## src/rtl/ram_port_arbiter_if.sv

```systemverilog
// ram_port_arbiter_if
//   Bundles the requester handshakes and the RAM primitive signals that
//   the arbiter sits between.
//   master : requester/RAM side (drives req/payload and ram_dout).
//   slave  : arbiter side (drives gnt, rdata, rvalid and ram_addr/din/we).
//   Signals:
//     cpu_req/cpu_we/cpu_addr/cpu_wdata  core request and payload
//     cpu_gnt/cpu_rdata/cpu_rvalid       core grant and read return
//     vga_req/vga_addr                   VGA read request (read-only port)
//     vga_gnt/vga_rdata/vga_rvalid       VGA grant and read return
//     ram_addr/ram_din/ram_we            registered RAM drive
//     ram_dout                           RAM read data
interface ram_port_arbiter_if #(
  parameter int ADDR_W = 15,
  parameter int DATA_W = 16
);
  logic              cpu_req;
  logic              cpu_we;
  logic [ADDR_W-1:0] cpu_addr;
  logic [DATA_W-1:0] cpu_wdata;
  logic              cpu_gnt;
  logic [DATA_W-1:0] cpu_rdata;
  logic              cpu_rvalid;

  logic              vga_req;
  logic [ADDR_W-1:0] vga_addr;
  logic              vga_gnt;
  logic [DATA_W-1:0] vga_rdata;
  logic              vga_rvalid;

  logic [ADDR_W-1:0] ram_addr;
  logic [DATA_W-1:0] ram_din;
  logic              ram_we;
  logic [DATA_W-1:0] ram_dout;

  modport master (
    output cpu_req, cpu_we, cpu_addr, cpu_wdata,
    input  cpu_gnt, cpu_rdata, cpu_rvalid,
    output vga_req, vga_addr,
    input  vga_gnt, vga_rdata, vga_rvalid,
    input  ram_addr, ram_din, ram_we,
    output ram_dout
  );

  modport slave (
    input  cpu_req, cpu_we, cpu_addr, cpu_wdata,
    output cpu_gnt, cpu_rdata, cpu_rvalid,
    input  vga_req, vga_addr,
    output vga_gnt, vga_rdata, vga_rvalid,
    output ram_addr, ram_din, ram_we,
    input  ram_dout
  );
endinterface

```

## src/rtl/ram_port_arbiter.sv

```systemverilog
// ram_port_arbiter
//   Shares the single-port display/program RAM between the CPU core and the
//   VGA pixel-fetch engine. One access is accepted per cycle (req/gnt, grant
//   is combinational). The winner's address/data/we are registered onto the
//   RAM, and a per-read owner tag follows the access so ram_dout is routed
//   back to whoever issued the read.
//   VGA has priority on contention. With RAM_ARB_STARVE_GUARD_EN defined, a
//   core that has been denied MAX_WAIT consecutive cycles is force-granted.
//   Ports:
//     clk    system clock, rising edge
//     rst_n  asynchronous active-low reset
//     bus    ram_port_arbiter_if.slave (requesters + RAM primitive)
//   Parameters: ADDR_W, DATA_W, RD_LAT (1..3), MAX_WAIT (guard only).
module ram_port_arbiter #(
  parameter int ADDR_W   = 15,
  parameter int DATA_W   = 16,
  parameter int RD_LAT   = 1,
  parameter int MAX_WAIT = 4
) (
  input  logic                clk,
  input  logic                rst_n,
  ram_port_arbiter_if.slave   bus
);

  if (RD_LAT < 1 || RD_LAT > 3 || MAX_WAIT < 1) begin : g_cfg_check
    $error("ram_port_arbiter: RD_LAT must be 1..3 and MAX_WAIT >= 1");
  end

  logic              cpu_gnt_c;
  logic              vga_gnt_c;
  logic              force_cpu;

  logic [ADDR_W-1:0] ram_addr_p0;
  logic [DATA_W-1:0] ram_din_p0;
  logic              ram_we_p0;

  // Owner tags: bit k is the read accepted k+1 edges ago.
  logic [RD_LAT:0]   tag_cpu_p;
  logic [RD_LAT:0]   tag_vga_p;

  logic [DATA_W-1:0] cpu_rdata_q;
  logic [DATA_W-1:0] vga_rdata_q;

`ifdef RAM_ARB_STARVE_GUARD_EN
  localparam int WAIT_W = $clog2(MAX_WAIT + 1);

  logic [WAIT_W-1:0] wait_cnt;

  assign force_cpu = (wait_cnt == WAIT_W'(MAX_WAIT));

  always_ff @(posedge clk or negedge rst_n) begin
    if (!rst_n) begin
      wait_cnt <= '0;
    end else if (bus.cpu_req && !cpu_gnt_c) begin
      if (wait_cnt != WAIT_W'(MAX_WAIT)) begin
        wait_cnt <= wait_cnt + WAIT_W'(1);
      end
    end else begin
      wait_cnt <= '0;
    end
  end
`else
  assign force_cpu = 1'b0;
`endif

  // Grants are held low during reset so nothing is accepted while the
  // registers are being cleared.
  assign vga_gnt_c = rst_n & bus.vga_req & ~(bus.cpu_req & force_cpu);
  assign cpu_gnt_c = rst_n & bus.cpu_req & (~bus.vga_req | force_cpu);

  assign bus.cpu_gnt = cpu_gnt_c;
  assign bus.vga_gnt = vga_gnt_c;

  // Stage p0: winner registered onto the RAM port.
  always_ff @(posedge clk or negedge rst_n) begin
    if (!rst_n) begin
      ram_addr_p0 <= '0;
      ram_din_p0  <= '0;
      ram_we_p0   <= 1'b0;
    end else begin
      ram_we_p0 <= 1'b0;
      if (cpu_gnt_c) begin
        ram_addr_p0 <= bus.cpu_addr;
        ram_din_p0  <= bus.cpu_wdata;
        ram_we_p0   <= bus.cpu_we;
      end else if (vga_gnt_c) begin
        ram_addr_p0 <= bus.vga_addr;
      end
    end
  end

  assign bus.ram_addr = ram_addr_p0;
  assign bus.ram_din  = ram_din_p0;
  assign bus.ram_we   = ram_we_p0;

  // Stages p0..pRD_LAT: read-owner tags, in step with the RAM read latency.
  always_ff @(posedge clk or negedge rst_n) begin
    if (!rst_n) begin
      tag_cpu_p <= '0;
      tag_vga_p <= '0;
    end else begin
      tag_cpu_p <= {tag_cpu_p[RD_LAT-1:0], cpu_gnt_c & ~bus.cpu_we};
      tag_vga_p <= {tag_vga_p[RD_LAT-1:0], vga_gnt_c};
    end
  end

  // Return stage: ram_dout is valid in the cycle the tag reaches the end, so
  // rdata shows it directly during the pulse and a hold register keeps it
  // afterwards.
  always_ff @(posedge clk or negedge rst_n) begin
    if (!rst_n) begin
      cpu_rdata_q <= '0;
      vga_rdata_q <= '0;
    end else begin
      if (tag_cpu_p[RD_LAT]) begin
        cpu_rdata_q <= bus.ram_dout;
      end
      if (tag_vga_p[RD_LAT]) begin
        vga_rdata_q <= bus.ram_dout;
      end
    end
  end

  assign bus.cpu_rvalid = tag_cpu_p[RD_LAT];
  assign bus.vga_rvalid = tag_vga_p[RD_LAT];
  assign bus.cpu_rdata  = tag_cpu_p[RD_LAT] ? bus.ram_dout : cpu_rdata_q;
  assign bus.vga_rdata  = tag_vga_p[RD_LAT] ? bus.ram_dout : vga_rdata_q;

endmodule

```

## src/flat_wrapper.sv

```systemverilog
// flat-port wrapper written by rule: the top's interface ports become plain ports
module ram_port_arbiter_flat 
#(
  parameter int ADDR_W   = 15,
  parameter int DATA_W   = 16,
  parameter int RD_LAT   = 1,
  parameter int MAX_WAIT = 4
)
  (clk, rst_n, bus_cpu_req, bus_cpu_we, bus_cpu_addr, bus_cpu_wdata, bus_cpu_gnt, bus_cpu_rdata, bus_cpu_rvalid, bus_vga_req, bus_vga_addr, bus_vga_gnt, bus_vga_rdata, bus_vga_rvalid, bus_ram_addr, bus_ram_din, bus_ram_we, bus_ram_dout);
  ram_port_arbiter_if #(.ADDR_W(ADDR_W), .DATA_W(DATA_W)) bus_i ();
  input  logic clk;
  input  logic rst_n;
  input wire logic [$bits(bus_i.cpu_req)-1:0] bus_cpu_req;
  input wire logic [$bits(bus_i.cpu_we)-1:0] bus_cpu_we;
  input wire logic [$bits(bus_i.cpu_addr)-1:0] bus_cpu_addr;
  input wire logic [$bits(bus_i.cpu_wdata)-1:0] bus_cpu_wdata;
  output wire logic [$bits(bus_i.cpu_gnt)-1:0] bus_cpu_gnt;
  output wire logic [$bits(bus_i.cpu_rdata)-1:0] bus_cpu_rdata;
  output wire logic [$bits(bus_i.cpu_rvalid)-1:0] bus_cpu_rvalid;
  input wire logic [$bits(bus_i.vga_req)-1:0] bus_vga_req;
  input wire logic [$bits(bus_i.vga_addr)-1:0] bus_vga_addr;
  output wire logic [$bits(bus_i.vga_gnt)-1:0] bus_vga_gnt;
  output wire logic [$bits(bus_i.vga_rdata)-1:0] bus_vga_rdata;
  output wire logic [$bits(bus_i.vga_rvalid)-1:0] bus_vga_rvalid;
  output wire logic [$bits(bus_i.ram_addr)-1:0] bus_ram_addr;
  output wire logic [$bits(bus_i.ram_din)-1:0] bus_ram_din;
  output wire logic [$bits(bus_i.ram_we)-1:0] bus_ram_we;
  input wire logic [$bits(bus_i.ram_dout)-1:0] bus_ram_dout;
  assign bus_i.cpu_req = bus_cpu_req;
  assign bus_i.cpu_we = bus_cpu_we;
  assign bus_i.cpu_addr = bus_cpu_addr;
  assign bus_i.cpu_wdata = bus_cpu_wdata;
  assign bus_cpu_gnt = bus_i.cpu_gnt;
  assign bus_cpu_rdata = bus_i.cpu_rdata;
  assign bus_cpu_rvalid = bus_i.cpu_rvalid;
  assign bus_i.vga_req = bus_vga_req;
  assign bus_i.vga_addr = bus_vga_addr;
  assign bus_vga_gnt = bus_i.vga_gnt;
  assign bus_vga_rdata = bus_i.vga_rdata;
  assign bus_vga_rvalid = bus_i.vga_rvalid;
  assign bus_ram_addr = bus_i.ram_addr;
  assign bus_ram_din = bus_i.ram_din;
  assign bus_ram_we = bus_i.ram_we;
  assign bus_i.ram_dout = bus_ram_dout;
  ram_port_arbiter #(.ADDR_W(ADDR_W), .DATA_W(DATA_W), .RD_LAT(RD_LAT), .MAX_WAIT(MAX_WAIT)) u_core (.clk(clk), .rst_n(rst_n), .bus(bus_i));
endmodule
```

## config.mk

```make
export PLATFORM = sky130hd
export DESIGN_NAME = ram_port_arbiter_flat
export DESIGN_NICKNAME = d
export VERILOG_FILES = /design/src/rtl/ram_port_arbiter_if.sv /design/src/rtl/ram_port_arbiter.sv /design/src/flat_wrapper.sv
export SDC_FILE = /design/constraint.sdc
export NUM_CORES = 1
export LEC_CHECK = 0
export CAP_MARGIN = 20
export CORE_ASPECT_RATIO = 1.5
export CORE_MARGIN = 5
export CORE_UTILIZATION = 55
export CTS_BUF_LIST = sky130_fd_sc_hd__clkbuf_4 sky130_fd_sc_hd__clkbuf_8
export DETAILED_ROUTE_END_ITERATION = 10
export DONT_BUFFER_PORTS = 1
export GPL_ROUTABILITY_DRIVEN = 0
export PLACE_DENSITY = 0.7
export SLEW_MARGIN = 15
export SYNTH_ARGS = -nofsm -noshare
export SYNTH_HDL_FRONTEND = slang
export SYNTH_SLANG_ARGS = --single-unit
```

## constraint.sdc

```tcl
create_clock -name clk -period 3.6 [get_ports clk]
set_input_delay 0.54 -clock clk [delete_from_list [all_inputs] [get_ports clk]]
set_output_delay 0.54 -clock clk [all_outputs]
set_load 0.03 [all_outputs]
```

==> flow_metrics.py <==
metrics = {
    "run_status": {
        "outcome": "finished, final reports clean",
    },
    "pwr": {
        "sequentialPowerShare_pct": 52.9,
        "power.leakage_nw": 1.232,
        "power_frac_clock_pct": 29.8,
        "ir_worst_vdd_v": 0.0003664,
        "internal-power_mw": 1.331,
        "total_power_mw": 2.056,
        "switchingPower_mw": 0.7253,
        "swShare_pct": 35.27,
        "p_per_area_mw_per_mm2": 694.9,
        "power_frac_comb_pct": 17.3,
    },
    "clock_network": {
        "cts_buffers": 9,
        "cts_tree": "built",
        "clockBufferDepth": 2,
        "post-cts-setup-buffer-count": 0,
        "path_clk_slew_ns": 0.07,
        "cts_root_buf": "clkbuf_8",
        "clk_latency_ns": 0.33,
        "cts.sinks": 68,
        "htree_levels": 3,
    },
    "layout": {
        "layout_commonest_cell": "dfrtp_1",
        "drive_above_1_share_pct": 33.67,
        "stdcell_count": 265,
        "synthToLayoutAreaGrowth_pct": 7.696,
        "final_nets": 261,
        "diodes": 0,
        "layout_common_cells": "dfrtp_1, nor3_1, mux2_2",
    },
    "floorplan": {
        "fp.dieArea_mm2": 0.006538,
        "coreArea_mm2": 0.004848,
        "initial_core_util_pct": 56.67,
        "die_w_um": 67.71,
        "ios": 135,
        "rows": 31,
        "die_h_um": 96.57,
    },
    "timing": {
        "maxSlewViolCount": 0,
        "slew_headroom_pct": 38.35,
        "timing.final.hold_violations": 0,
        "fin_crit_sh_pct": 64.98,
        "tightest_slew_ns": 0.9248,
        "fmax_ghz": 0.4275,
        "period_minus_slack_ns": 2.339,
        "rsz0062_at_grt": "no",
        "finalClockSkew_ns": 0.01133,
        "setup_viol": 0,
        "tns_ns": 0,
    },
    "routing": {
        "wl_per_cell_um": 22.35,
        "firstDrtPassIters": 4,
        "wl_um": 5923,
        "detail-route-antenna-nets": 0,
        "viasPerCell": 6.079,
        "drc_errors": 0,
        "drtIter0Drc": 81,
        "vias": 1611,
    },
    "synth": {
        "yosysWarnings": 0,
        "ys_ff_latch": 68,
        "ys_types": 13,
        "syn_avg_cell_area_um2": 13.95,
        "syn_nets": 264,
        "yosysSeqAreaShare_pct": 61.93,
        "synth_area_mm2": 0.002748,
        "synthCells": 197,
    },
    "critical_path": {
        "cp-end-kind": "output port",
        "cpPeakStageDelay_ns": 0.95,
        "path_cells": "mux2_2",
        "critical-path-top-delay-family": "flip-flops",
        "path_class": "flip-flop to output port",
        "startpoint_type": "flip-flop",
        "slowest_stage": "dfrtp_1",
        "critPathMaxFanout": 17,
        "cp_num_buf_inv": 0,
        "ff2ff_setup_slack_ns": 1.98,
        "critPathRequiredTime_ns": 3.06,
        "cp_data_arrival_time_ns": 1.80,
    },
    "global_route": {
        "grt_use_total_pct": 18.31,
        "grt_max_degree": 69,
        "grt_pass1_wl_um": 8721,
        "grt-ovfl-total": 0,
        "grt_pass1_vias": 1719,
        "antenna_found_initial": 0,
    },
    "hold_path": {
        "hold_class": "primary input to async pin",
    },
    "placed_design": {
        "dpl.hpwl_um": 4157,
        "place_inst": 248,
        "io_buffer_count": 0,
    },
    "flow_run": {
        "max_cap_viol_count": 0,
    },
}
[worst paths after layout]
path,startpoint,endpoint,depth (start not counted)
setup / recovery,u_core.tag_cpu_p[1]$_DFF_PN0_,bus_cpu_rdata[15],1
hold / removal,rst_n,u_core.vga_rdata_q[15]$_DFF_PN0_,1
min in group clk,bus_cpu_we,u_core.tag_cpu_p[0]$_DFF_PN0_,1
hold reg to reg,u_core.tag_cpu_p[0]$_DFF_PN0_,u_core.tag_cpu_p[1]$_DFF_PN0_,0
max in group asynchronous,rst_n,u_core.bus.ram_addr[12]$_DFFE_PN0P_,1
setup reg to reg,u_core.tag_vga_p[1]$_DFF_PN0_,u_core.vga_rdata_q[10]$_DFF_PN0_,1
[per-stage QoR]
step | hold WS [ns] | cell area (um^2) | setup slack (ns) | util (%)
floorplan | 0.2444 | 2748 | 1.684 | -
global placement | 0.2464 | 2733 | 1.619 | 56.36
detailed placement | 0.2465 | 2733 | 1.593 | 56.36
CTS | 0.08517 | 2959 | 1.238 | 61.03
global route | 0.09781 | 2959 | 1.193 | 61.03
finish | 0.09126 | 2959 | 1.261 | 61.03
[cells by family (layout without fill, tap and decap cells)]
| group | count (synthesis) | after routing | synth area share (%) |
|---|---|---|---|
| compound gates | 15 | 15 | 3.415 |
| buf+inv | 16 | 18 | 3.688 |
| mux | 48 | 48 | 20.77 |
| simple gates | 50 | 50 | 10.20 |
| flops | 68 | 68 | 61.93 |
[power by group through the flow]
stage	combinational (mW)	sequential, mW	clock, mW
3_3_place_gp	0.331	1.10	0
3_5_place_dp	0.345	1.10	0
5_1_grt	0.381	1.10	0.656
2_1_floorplan	0.331	1.07	0
6_report	0.356	1.09	0.613
4_1_cts	0.362	1.09	0.626
[final cells by class]
| class | instances | area, um^2 |
|---|---|---|
| clock buffers | 9 | 123.9 |
| inverters | 1 | 3.754 |
| flip-flops and latches | 68 | 1702 |
| fillers | 361 | 1889 |
| repair buffers | 1 | 27.53 |
| well taps | 66 | 82.58 |
| multi-input cells | 113 | 944.7 |
| clock inverters | 7 | 75.07 |
[flip-flops by register name, indices dropped and copies added (netlist names)]
signal	flops
u_core.bus.ram_din	16
u_core.cpu_rdata_q	16
u_core.vga_rdata_q	16
u_core.bus.ram_addr	15
u_core.tag_cpu_p	2
u_core.tag_vga_p	2
u_core.bus.ram_we	1
[layer usage]
layer | up-vias | global-route usage, % | wire length, um
li1 | 709 | - | -
met1 | 782 | 20.61 | 1999
met2 | 113 | 30.95 | 3146
met3 | 7 | 7.176 | 726
met4 | 0 | 6.768 | 51
met5 | - | 0 | 0
[synthesized netlist by cell type, drive strengths merged]
library cell / n / area share [%]
and2: 1 / 0.23
nor2: 1 / 0.73
inv: 1 / 0.14
dfrtp: 68 / 62
nand2: 2 / 0.87
o22ai: 15 / 3.4
nor3: 46 / 8.4
mux2: 48 / 21
buf: 15 / 3.6
[repair_timing]
action                                  in CTS  in global routing
endpoints found under the setup margin       0                  0
hold buffers                                 1                  0
endpoints found under the hold margin       68                  0
resized for setup                            0                  0
No activity file was read; power rests on OpenSTA's default activity.
